[config.mk]
export PLATFORM = sky130hd
export DESIGN_NAME = tour_cmd_flat
export DESIGN_NICKNAME = d
export VERILOG_FILES = /design/src/rtl/tour_cmd_pkg.sv /design/src/rtl/tour_cmd_if.sv /design/src/rtl/tour_cmd_knight_move_decode.sv /design/src/rtl/tour_cmd.sv /design/src/flat_wrapper.sv
export SDC_FILE = /design/constraint.sdc
export NUM_CORES = 1
export LEC_CHECK = 0
export ABC_AREA = 0
export CORE_ASPECT_RATIO = 0.5
export CORE_UTILIZATION = 40
export CTS_BUF_LIST = sky130_fd_sc_hd__clkbuf_4
export CTS_CLUSTER_SIZE = 10
export DETAILED_ROUTE_END_ITERATION = 7
export GPL_TIMING_DRIVEN = 1
export HOLD_SLACK_MARGIN = 0.03
export PLACE_DENSITY = 0.85
export SLEW_MARGIN = 5
export SYNTH_ARGS = -nofsm -noshare
export SYNTH_HDL_FRONTEND = slang
export SYNTH_SLANG_ARGS = --single-unit
[constraint.sdc]
create_clock -name clk -period 2.62 [get_ports clk]
set_input_delay 0.524 -clock clk [delete_from_list [all_inputs] [get_ports clk]]
set_output_delay 0.524 -clock clk [all_outputs]
set_load 0.01 [all_outputs]
[src/rtl/tour_cmd_pkg.sv]
`default_nettype none
// ============================================================================
// Module      : tour_pkg
// Description : Shared opcodes, headings, response codes and the state type
//               for the knight's-tour command initiator.
// Revision    : 1.0 - initial release
// ============================================================================
package tour_pkg;

  // Command opcodes (cmd[15:12])
  localparam logic [3:0] OP_MOVE    = 4'h4;
  localparam logic [3:0] OP_MOVE_FF = 4'h5;

  // Headings (cmd[11:4])
  localparam logic [7:0] HDG_N = 8'h00;
  localparam logic [7:0] HDG_W = 8'h3F;
  localparam logic [7:0] HDG_S = 8'h7F;
  localparam logic [7:0] HDG_E = 8'hBF;

  // Response bytes returned to the UART side
  localparam logic [7:0] RESP_ACK = 8'hA5;
  localparam logic [7:0] RESP_POS = 8'h5A;
  localparam logic [7:0] RESP_ERR = 8'hEE;

  typedef enum logic [2:0] {
    IDLE   = 3'd0,
    VERT   = 3'd1,
    WAIT_V = 3'd2,
    HORZ   = 3'd3,
    WAIT_H = 3'd4
  } state_t;

endpackage
`default_nettype wire

[src/rtl/tour_cmd_if.sv]
`default_nettype none
// ============================================================================
// Module      : tour_cmd_if
// Description : Command/response handshake between the command initiator
//               (master) and cmd_proc (slave).
// Revision    : 1.0 - initial release
// ============================================================================
interface tour_cmd_if;
  logic [15:0] cmd;
  logic        cmd_rdy;
  logic        clr_cmd_rdy;
  logic        send_resp;

  modport master (output cmd, cmd_rdy, input clr_cmd_rdy, send_resp);
  modport slave  (input cmd, cmd_rdy, output clr_cmd_rdy, send_resp);
endinterface
`default_nettype wire

[src/rtl/tour_cmd_knight_move_decode.sv]
`default_nettype none
// ============================================================================
// Module      : knight_move_decode
// Description : Splits a one-hot knight move into a vertical leg and a
//               horizontal leg (heading + square count). Lowest set bit wins.
// Revision    : 1.0 - initial release
// ============================================================================
module knight_move_decode
  import tour_pkg::*;
(
  input  wire logic [7:0] i_move,
  output logic            o_valid,
  output logic [7:0]      o_v_hdg,
  output logic [3:0]      o_v_cnt,
  output logic [7:0]      o_h_hdg,
  output logic [3:0]      o_h_cnt
);

  logic [2:0] w_bit;

  // Priority-select the lowest set bit, then look up both legs for it
  always_comb begin
    w_bit = 3'd0;
    for (int i = 7; i >= 0; i--) begin
      if (i_move[i]) w_bit = 3'(i);
    end
    o_valid = |i_move;
    o_v_hdg = HDG_N;
    o_v_cnt = 4'd1;
    o_h_hdg = HDG_E;
    o_h_cnt = 4'd1;
    case (w_bit)
      3'd0: begin o_v_hdg = HDG_N; o_v_cnt = 4'd2; o_h_hdg = HDG_E; o_h_cnt = 4'd1; end
      3'd1: begin o_v_hdg = HDG_N; o_v_cnt = 4'd2; o_h_hdg = HDG_W; o_h_cnt = 4'd1; end
      3'd2: begin o_v_hdg = HDG_N; o_v_cnt = 4'd1; o_h_hdg = HDG_W; o_h_cnt = 4'd2; end
      3'd3: begin o_v_hdg = HDG_S; o_v_cnt = 4'd1; o_h_hdg = HDG_W; o_h_cnt = 4'd2; end
      3'd4: begin o_v_hdg = HDG_S; o_v_cnt = 4'd2; o_h_hdg = HDG_W; o_h_cnt = 4'd1; end
      3'd5: begin o_v_hdg = HDG_S; o_v_cnt = 4'd2; o_h_hdg = HDG_E; o_h_cnt = 4'd1; end
      3'd6: begin o_v_hdg = HDG_S; o_v_cnt = 4'd1; o_h_hdg = HDG_E; o_h_cnt = 4'd2; end
      default: begin o_v_hdg = HDG_N; o_v_cnt = 4'd1; o_h_hdg = HDG_E; o_h_cnt = 4'd2; end
    endcase
  end

endmodule
`default_nettype wire

[src/rtl/tour_cmd.sv]
`default_nettype none
// ============================================================================
// Module      : tour_cmd
// Description : Command initiator for cmd_proc. Passes UART commands through
//               when idle; after start_tour replays the stored knight's tour
//               as vertical/horizontal command pairs.
// Revision    : 1.0 - initial release
// ============================================================================
module tour_cmd
  import tour_pkg::*;
#(
  parameter int NUM_MOVES = 24
) (
  input  wire logic        clk,
  input  wire logic        rst_n,
  input  wire logic        start_tour,
  input  wire logic [7:0]  move,
  output logic [4:0]       mv_indx,
  input  wire logic [15:0] cmd_UART,
  input  wire logic        cmd_rdy_UART,
  output logic             clr_cmd_rdy_UART,
  tour_cmd_if.master       cp,
  output logic             send_resp_UART,
  output logic [7:0]       resp
);

  localparam logic [4:0] LAST_IDX = 5'(NUM_MOVES - 1);

  state_t     r_state;
  logic [4:0] r_mv_indx;
  logic       r_srsp;
  logic [7:0] r_resp;

  logic       w_valid;
  logic [7:0] w_v_hdg;
  logic [3:0] w_v_cnt;
  logic [7:0] w_h_hdg;
  logic [3:0] w_h_cnt;
  logic       w_idle;

  knight_move_decode u_dec (
    .i_move  (move),
    .o_valid (w_valid),
    .o_v_hdg (w_v_hdg),
    .o_v_cnt (w_v_cnt),
    .o_h_hdg (w_h_hdg),
    .o_h_cnt (w_h_cnt)
  );

  // Tour sequencer: state, move index and the one-cycle response strobe
  always_ff @(posedge clk or negedge rst_n) begin
    if (!rst_n) begin
      r_state   <= IDLE;
      r_mv_indx <= 5'd0;
      r_srsp    <= 1'b0;
      r_resp    <= RESP_ACK;
    end else begin
      r_srsp <= 1'b0;
      case (r_state)
        IDLE: begin
          if (start_tour) begin
            r_mv_indx <= 5'd0;
            r_state   <= VERT;
          end
        end
        VERT: begin
          // An empty move slot means the stored tour is broken: abort
          if (!w_valid) begin
            r_state <= IDLE;
            r_srsp  <= 1'b1;
            r_resp  <= RESP_ERR;
          end else if (cp.clr_cmd_rdy) begin
            r_state <= WAIT_V;
          end
        end
        WAIT_V: begin
          if (cp.send_resp) r_state <= HORZ;
        end
        HORZ: begin
          if (cp.clr_cmd_rdy) r_state <= WAIT_H;
        end
        WAIT_H: begin
          if (cp.send_resp) begin
            r_srsp <= 1'b1;
            if (r_mv_indx == LAST_IDX) begin
              r_resp  <= RESP_ACK;
              r_state <= IDLE;
            end else begin
              r_resp    <= RESP_POS;
              r_mv_indx <= r_mv_indx + 5'd1;
              r_state   <= VERT;
            end
          end
        end
        default: r_state <= IDLE;
      endcase
    end
  end

  // Output mux: UART passthrough when idle, state-decoded commands on tour
  always_comb begin
    w_idle           = (r_state == IDLE);
    cp.cmd           = cmd_UART;
    cp.cmd_rdy       = cmd_rdy_UART;
    clr_cmd_rdy_UART = w_idle & cp.clr_cmd_rdy;
    send_resp_UART   = r_srsp | (w_idle & cp.send_resp);
    resp             = r_srsp ? r_resp : RESP_ACK;
    if (!w_idle) begin
      if (r_state == VERT || r_state == WAIT_V) begin
        cp.cmd = {OP_MOVE, w_v_hdg, w_v_cnt};
      end else begin
        cp.cmd = {OP_MOVE_FF, w_h_hdg, w_h_cnt};
      end
      cp.cmd_rdy = (r_state == HORZ) | ((r_state == VERT) & w_valid);
    end
  end

  assign mv_indx = r_mv_indx;

endmodule
`default_nettype wire

[src/flat_wrapper.sv]
// flat-port wrapper written by rule: the top's interface ports become plain ports
module tour_cmd_flat import tour_pkg::*;
#(
  parameter int NUM_MOVES = 24
)
  (clk, rst_n, start_tour, move, mv_indx, cmd_UART, cmd_rdy_UART, clr_cmd_rdy_UART, send_resp_UART, resp, cp_cmd, cp_cmd_rdy, cp_clr_cmd_rdy, cp_send_resp);
  tour_cmd_if cp_i ();
  input  wire logic clk;
  input  wire logic rst_n;
  input  wire logic start_tour;
  input  wire logic [7:0] move;
  output logic [4:0] mv_indx;
  input  wire logic [15:0] cmd_UART;
  input  wire logic cmd_rdy_UART;
  output logic clr_cmd_rdy_UART;
  output logic send_resp_UART;
  output logic [7:0] resp;
  output wire logic [$bits(cp_i.cmd)-1:0] cp_cmd;
  output wire logic [$bits(cp_i.cmd_rdy)-1:0] cp_cmd_rdy;
  input wire logic [$bits(cp_i.clr_cmd_rdy)-1:0] cp_clr_cmd_rdy;
  input wire logic [$bits(cp_i.send_resp)-1:0] cp_send_resp;
  assign cp_cmd = cp_i.cmd;
  assign cp_cmd_rdy = cp_i.cmd_rdy;
  assign cp_i.clr_cmd_rdy = cp_clr_cmd_rdy;
  assign cp_i.send_resp = cp_send_resp;
  tour_cmd #(.NUM_MOVES(NUM_MOVES)) u_core (.clk(clk), .rst_n(rst_n), .start_tour(start_tour), .move(move), .mv_indx(mv_indx), .cmd_UART(cmd_UART), .cmd_rdy_UART(cmd_rdy_UART), .clr_cmd_rdy_UART(clr_cmd_rdy_UART), .cp(cp_i), .send_resp_UART(send_resp_UART), .resp(resp));
endmodule
==> metrics.yaml <==
clock_network:
  hold_buffers: 0
  cts_tree: "built"
  cts.htree.levels: 1
  clkSinkCount: 13
  insertion_delay_ps: 270
  clk_pin_slew_ps: 80
  cts_buffer_depth: 2
  cts_buffers: 3
  cts_root_buf: "clkbuf_4"
power:
  p_per_area_mw_per_mm2: 866
  p_switching_uw: 648
  power_uw: 1520
  power_frac_comb_pct: 69.6
  leakagePower_uw: 0.000756
  max-vdd-ir-drop_mv: 0.618
  intPower_uw: 868
  pwr-share-seq_pct: 21.4
  clockPowerShare_pct: 8.9
  swShare_pct: 42.8
critical_path:
  critPathCaptureType: "output port"
  crit_chain: "clkdlybuf4s50_1 -> nor4_2 -> buf_4 -> nand2_1 -> a221oi_1 -> clkdlybuf4s15_1"
  cp_data_arrival_time_ps: 2000
  crit_slowest_cell: "clkdlybuf4s50_1"
  cp_max_fo: 3
  start_kind: "input port"
  critPathKind: "input port to output port"
  max_stage_delay_ps: 440
  critPathRequiredTime_ps: 2100
route:
  vias: 1236
  drtAntennaViolNets: 0
  routed_wl_mm: 3.05
  dr.pass1.iters: 4
  wl_per_cell_microns: 12.9
  initialDrtViolationCount: 23
  drc: 0
  via_per_inst: 5.24
placed_design:
  dp_hpwl_mm: 2.35
  gp_congestion: 0.797
  placed_cell_area_sq_mm: 0.00173
  place_ws_ps: -319
  io_buffers: 61
yosys:
  synth_area_sq_mm: 0.00105
  yosysWarnings: 0
  synth_seq_cells: 13
  async_reset_ff_share_pct: 100
  synth_top_cell_by_area: "dfrtp_1"
  synth_cell_types: 42
  avgSynthCellArea_sq_um: 7.95
  synth_top_area_share_pct: 26.2
  syn_nets: 163
  ys_seq_area_share_pct: 31.2
  synth_edf_count: 0
  synth_top_cells_by_area: "dfrtp_1 (26%), nor2_1 (5.7%), dfstp_2 (5.0%)"
  synth_ff_type: "dfrtp_1"
  synthCells: 132
global_route:
  grtUsageTotal_pct: 23.2
  grt_pass1_wl_mm: 4.91
  antenna_found_initial: 0
  grt_max_degree: 15
  grt_overflow_total: 0
  grt_pass1_vias: 1100
sta:
  min_period_ps: 2530
  fmax_mhz: 396
  hold_viol_final: 0
  setup_viol: 0
  layout_setup_ws_ps: 92.8
  clock_skew_ps: 0.545
  grt_setup_unrepaired: "yes"
  post-route-period-util_pct: 96.5
  max_slew_margin_pct: 61.0
  max_slew.worst_pin.slew_ps: 584
  drv_slew: 0
  setup-tns-final_ps: 0
finish:
  post-route-util_pct: 74.8
  fin_area_sq_mm: 0.00175
  drive_above_1_share_pct: 18.4
  n_antenna_cell: 0
  area_growth_pct: 66.9
  nets: 233
floorplan:
  dieArea_sq_mm: 0.00285
  ios: 62
  start_util_pct: 44.8
  core_area_sq_mm: 0.00234
  row_count: 12
  dieWidth_microns: 74.5
  die_height_microns: 38.2
min_path:
  hold_class: "flop to flop"
status:
  status: "complete, no violations"
flow_run:
  max_cap_viol_count: 0
==> power groups by stage <==
stage | clock [uW] | combinational, uW | sequential [uW]
final | 135 | 1060 | 325
after global routing | 148 | 1140 | 331
after CTS | 139 | 1060 | 322
after detailed placement | 0 | 1110 | 325
after global placement | 0 | 1090 | 318
after floorplan | 0 | 580 | 310
==> layer usage <==
layer | vias up | wire (microns) | GRT usage (%) | share of wire, %
met2 | 34 | 1500 | 41.4 | 49
met3 | 6 | 131 | 3.68 | 4.3
met5 | - | 0 | 0 | 0
met4 | 0 | 55 | 9.91 | 1.8
met1 | 577 | 1370 | 28.4 | 45
li1 | 619 | - | - | -
==> worst max-delay path: cells and delay by family <==
kind	cells	cell delay [ps]
compound gates	1	300
buf+inv	3	870
simple gates	2	310
==> metrics by stage <==
step	hold slack [ps]	instances
detailed placement	499	229
floorplan	228	132
global placement	491	229
CTS	512	236
finish	509	236
global route	536	236
==> cells in the mapped netlist (3+ instances only) <==
library cell and instances:
a21oi_1 7, buf_2 3, nand4_1 3, nor3_1 3, and2_1 8, inv_1 3, nand2_1 14, buf_4 6
o211ai_1 3, dfrtp_1 11, o21ai_0 6, nor2_1 16, nor4_1 3, o21bai_1 6, nand3_1 9
==> sequential cells by signal (all words and copies together), names as in the netlist <==
register / cells
u_core.r_resp: 4
u_core.mv_indx: 5
u_core.r_state: 3
u_core.r_srsp: 1
==> cell type report <==
class	instances	area (sq um)
Clock buffer	4	30.0
Fill cell	193	591
Multi-Input combinational cell	105	652
Timing Repair Buffer	76	686
Sequential cell	13	329
Inverter	3	11.3
Tap cell	35	43.8
==> timing repair <==
action	CTS	global route
gates resized for setup	30	10
pin swaps	1	4
hold endpoints to repair	0	0
setup buffers	3	0
endpoints found under the setup margin	17	9
==> kinds of logic (layout without fill, tap and decap cells) <==
| group | Yosys count | in the layout | synth area share [%] |
|---|---|---|---|
| simple gates | 68 | 68 | 35.6 |
| compound gates | 34 | 34 | 22.6 |
| buf+inv | 14 | 83 | 7.51 |
| flops | 13 | 13 | 31.2 |
| fa+ha+maj | 1 | 1 | 1.19 |
| xor+xnor | 1 | 1 | 0.834 |
| mux | 1 | 1 | 0.954 |
==> path summary, 6_finish.rpt <==
kind,startpoint,endpoint,slack (ps),cells after the start
min in group asynchronous,rst_n,u_core.r_state[0],620,1
max in group asynchronous,rst_n,u_core.r_state[1],1590,1
hold reg to reg,u_core.r_resp[0],u_core.r_resp[0],510,2
hold / removal,u_core.r_resp[0],u_core.r_resp[0],510,2
setup / recovery,move[1],cp_cmd[10],90,6
setup reg to reg,u_core.mv_indx[0],u_core.mv_indx[3],1020,6
==> cells in the final DEF (no fill, tap or decap), drive strengths merged, types with 2 or more instances in the layout <==
cell           instances
nor3                   3
o22a                   2
clkbuf                 6
and2                   9
dfstp                  2
nor4                   4
nand2                 14
nand3                  9
o21ai                  6
dlymetal6s2s           2
a21oi                  8
dlygate4sd2            6
nand3b                 2
clkdlybuf4s50         45
o21bai                 6
nand4                  3
dfrtp                 11
inv                    3
o211ai                 3
nor2                  18
buf                   20
No activity file was read; power rests on OpenSTA's default activity.
